[src/rtl/flag_control.sv]
// flag_control: carries NZCV results of flag-setting instructions through
// MEM and WB stage registers, commits them to the flag register in WB, and
// resolves B.cond in ID using the youngest pending flags.
// Flag vectors are packed as {N, Z, C, V} throughout.
module flag_control (
    input  logic       clk,
    input  logic       reset,
    input  logic       hold,
    input  logic       ex_valid,
    input  logic       ex_set_flags,
    input  logic       ex_zero,
    input  logic       ex_overflow,
    input  logic       ex_negative,
    input  logic       ex_carry,
    input  logic       id_bcond,
    input  logic [3:0] id_cond,
    input  logic       reg_zero,
    input  logic       reg_overflow,
    input  logic       reg_negative,
    input  logic       reg_carry,
    output logic       flag_en,
    output logic       flag_zero,
    output logic       flag_overflow,
    output logic       flag_negative,
    output logic       flag_carry,
    output logic       flag_stall,
    output logic       cond_taken
);

    logic       mem_vld;
    logic [3:0] mem_nzcv;
    logic       wb_vld;
    logic [3:0] wb_nzcv;

    logic [3:0] ex_nzcv;
    logic [3:0] reg_nzcv;
    logic [3:0] fwd_nzcv;
    logic       cond_true;

    assign ex_nzcv  = {ex_negative, ex_zero, ex_carry, ex_overflow};
    assign reg_nzcv = {reg_negative, reg_zero, reg_carry, reg_overflow};

    // Pipeline the flag results EX -> MEM -> WB; hold freezes both stages.
    always_ff @(posedge clk or posedge reset) begin
        if (reset) begin
            mem_vld  <= 1'b0;
            mem_nzcv <= 4'b0000;
            wb_vld   <= 1'b0;
            wb_nzcv  <= 4'b0000;
        end else if (!hold) begin
            mem_vld  <= ex_valid & ex_set_flags;
            mem_nzcv <= ex_nzcv;
            wb_vld   <= mem_vld;
            wb_nzcv  <= mem_nzcv;
        end
    end

    // Commit from WB; a held cycle must not write, so the single write
    // happens on the first cycle the pipeline is released.
    assign flag_en       = wb_vld & ~hold;
    assign flag_negative = wb_nzcv[3];
    assign flag_zero     = wb_nzcv[2];
    assign flag_carry    = wb_nzcv[1];
    assign flag_overflow = wb_nzcv[0];

    // A producer still in EX has no flags yet for the branch in ID.
    assign flag_stall = id_bcond & ex_valid & ex_set_flags;

    // Youngest pending flags win; WB beats the register because the
    // register only reflects the WB write on the following cycle.
    always_comb begin
        fwd_nzcv = reg_nzcv;
        if (mem_vld) begin
            fwd_nzcv = mem_nzcv;
        end else if (wb_vld) begin
            fwd_nzcv = wb_nzcv;
        end
    end

    // Evaluate the condition code on the forwarded flags.
    always_comb begin
        logic n, z, c, v;
        n = fwd_nzcv[3];
        z = fwd_nzcv[2];
        c = fwd_nzcv[1];
        v = fwd_nzcv[0];
        cond_true = 1'b1;
        case (id_cond)
            4'd0:    cond_true = z;
            4'd1:    cond_true = ~z;
            4'd2:    cond_true = c;
            4'd3:    cond_true = ~c;
            4'd4:    cond_true = n;
            4'd5:    cond_true = ~n;
            4'd6:    cond_true = v;
            4'd7:    cond_true = ~v;
            4'd8:    cond_true = c & ~z;
            4'd9:    cond_true = ~c | z;
            4'd10:   cond_true = (n == v);
            4'd11:   cond_true = (n != v);
            4'd12:   cond_true = ~z & (n == v);
            4'd13:   cond_true = z | (n != v);
            default: cond_true = 1'b1;
        endcase
    end

    // The decision is only valid when the branch is not being stalled.
    assign cond_taken = cond_true & id_bcond & ~flag_stall;

endmodule
[config.mk]
export PLATFORM = sky130hd
export DESIGN_NAME = flag_control
export DESIGN_NICKNAME = d
export VERILOG_FILES = /design/src/rtl/flag_control.sv
export SDC_FILE = /design/constraint.sdc
export NUM_CORES = 1
export LEC_CHECK = 0
export ABC_AREA = 0
export ABC_CLOCK_PERIOD_IN_PS = 2490
export BUFFER_PORTS_ARGS = -buffer_cell sky130_fd_sc_hd__buf_4
export CAP_MARGIN = 20
export CORE_AREA = 2 2 42 44
export DETAILED_ROUTE_END_ITERATION = 7
export DIE_AREA = 0 0 44 46
export HOLD_SLACK_MARGIN = 0.15
export PLACE_DENSITY = 0.83
export SYNTH_ARGS = -nofsm -noshare
export SYNTH_HDL_FRONTEND = slang
export SYNTH_SLANG_ARGS = --single-unit
export TNS_END_PERCENT = 1
[constraint.sdc]
create_clock -name clk -period 2.49 [get_ports clk]
set_clock_uncertainty 0.2 [all_clocks]
set_input_delay 0.498 -clock clk [delete_from_list [all_inputs] [get_ports clk]]
set_output_delay 0.498 -clock clk [all_outputs]
set_load 0.02 [all_outputs]
==> results.toml <==
[die]
coreArea_um2 = 1614
start_util = 0.4473
boundaryPins = 25
die_w_um = 44
rows = 15
die_h_um = 46
die_area_um2 = 2024

[yosys]
synth-async-reset-ratio = 1.000
synth-edff-count = 0
synth_most_common_cell = "dfrtp_1"
yosysSeqAreaShare = 0.3466
synth-seq-cells = 10
syn_nets = 90
syn-instance-count = 72
synth_cell_types = 33
avgSynthCellArea_um2 = 10.03
yosysWarnings = 0
netlist_area_um2 = 721.9
synth_top_cells_by_count = "dfrtp_1, mux2_2, nand2_1"
yosysTopAreaCellShare = 0.3466
synth.largest_area_cell = "dfrtp_1"
ys.flop_type = "dfrtp_1"
synth_area_leaders = "dfrtp_1, mux2_2, mux2i_1, mux2_4, nand2_1"

[drt]
postRouteAntennaNets = 0
drt-total-wl_um = 1765
drtIter0Drc = 7
vias = 682
drt_first_pass_iters = 4
vias_per_cell = 5.879
drc = 0
wl_per_cell_um = 15.22

[clock_network]
numCtsBuffers = 3
clock-root-buffer = "clkbuf_4"
cts_tree = "done"
clkTransAtPathRegs_ns = 0.06
cts-htree-levels = 1
clkSinkCount = 10
clock_latency_ns = 0.25
clockBufferDepth = 2

[job]
cap_violations = 0

[worst_setup_path]
path_cells = "mux2_4 > mux4_2 > mux2i_1 > a31o_1 > o21ai_1 > buf_4"
cp_slowest_cell = "mux4_2"
start_kind = "flip-flop"
regToRegSetupSlack_ns = 1.42
crit_path_end_kind = "output pin"
arrival_ns = 2.02
critPathKind = "reg -> out"
cp_data_required_time_ns = 1.79
critPathMaxFanout = 3
max_stage_delay_ns = 0.49

[finish]
final_nets = 119
syn_to_final_growth_pct = 35.53
drive_gt1_frac = 0.4646
final_cells = 116
n_fill_cell = 139
fin_util = 0.6062
insertedDiodeCount = 0

[sta]
setup_tns_ns = -0.2240
tightest_slew_ns = 0.3941
max_freq_ghz = 0.3685
grt_setup_unrepaired = "true"
post-route-period-util = 1.090
drv_slew = 0
setup_viol = 1
hold_violations = 0
setup_ws_ns = -0.2240
period_needed_ns = 2.714
slew_headroom = 0.7370

[status]
violations = "negative setup slack"
status = "complete, but fails checks"

[placement]
hpwl_um = 1318
gp_congestion = 0.8095
dp_slack_ns = -0.1296
portBuffers = 24
dp_cells = 112

[grt]
first_global_vias = 675
antenna_found_initial = 0
grt_max_degree = 14
grt_pass1_wl_um = 2884
grt_overflow = 0
grt_use_total = 0.1940

[power_and_ir_drop]
leakagePower_nw = 0.4510
ir_drop_v = 0.0003189
power_mw = 0.4897
power_density_nw_per_um2 = 500.5

[hold_path]
hold_class = "in -> reg"
-- critical path, delay by kind of cell, from the launching register on --
kind | cells | cell delay, ns
AO/OA/AOI/OAI | 2 | 0.24
multiplexers | 3 | 0.93
flip-flops | 1 | 0.44
buffers and inverters | 1 | 0.15
-- routing by layer --
layer | part of all wire | track usage | wire, µm
met5 | 0 | 0 | 0
met4 | 0 | 0.1030 | 0
met3 | 0.049 | 0.01984 | 86
met2 | 0.52 | 0.3529 | 921
met1 | 0.43 | 0.2225 | 757
-- through the flow --
stage / hold WS [ns] / area (µm²)
2_1_floorplan: 0.1382 / 721.9
3_3_place_gp: 0.2919 / 922.1
3_5_place_dp: 0.3042 / 922.1
4_1_cts: 0.2660 / 973.4
5_1_grt: 0.2703 / 978.4
6_report: 0.2770 / 978.4
-- logic make-up after synthesis --
kind of cell              synth area share
DFF                                 0.3466
muxes                               0.2548
xor gates and xnor gates           0.03640
and+or+nand+nor                     0.1178
buffers and inverters              0.05372
AOI/OAI and AO/OA                   0.1906
-- timing repair --
action                     CTS  global route
hold buffers                 1             0
resized for setup            4             2
hold endpoints to repair    10             0
pin swaps                    1             0
setup endpoints to repair    1             1
setup buffers                0             0
cloned                       0             0
-- report_power, final --
group / total, mW / leakage, nW / switching [mW] / internal [mW]
sequential: 0.205 / 0.118 / 0.0230 / 0.182
combinational: 0.180 / 0.319 / 0.0838 / 0.0962
clock: 0.105 / 0.0138 / 0.0492 / 0.0555
-- state kept, by name, summed over array words and instances, names as in the netlist --
name and count:
mem_nzcv 4, mem_vld 1, wb_nzcv 4, wb_vld 1
-- final cells by class --
cell class | count | area (µm²) | area share
repair buffers | 28 | 216.5 | 0.2212
clock buffers | 3 | 22.52 | 0.02302
inverters | 4 | 15.01 | 0.01535
well taps | 17 | 21.27 | 0.02174
multi-input cells | 54 | 451.7 | 0.4616
flip-flops and latches | 10 | 251.5 | 0.2570
-- worst paths after layout --
kind / from / end / cells past startpoint
max: wb_vld / cond_taken / 6
min: ex_overflow / mem_nzcv[0] / 2
max reg2reg: mem_vld / wb_vld / 2
min reg2reg: wb_nzcv[2] / wb_nzcv[2] / 1
max in group asynchronous: reset / wb_vld / 3
min in group asynchronous: reset / mem_vld / 3
-- placed cells by master, fill, tap and decap left out, types with 2 or more instances in the layout --
cell and n:
buf_4 26, nor2b_1 2, mux2i_1 2, xor2_1 3, mux2_4 2, a211oi_1 2
o21ai_0 3, mux2_2 9, dfrtp_1 9, clkbuf_4 3, nor3_1 3, nand2_1 8
inv_1 4
No activity file was read; power rests on OpenSTA's default activity.
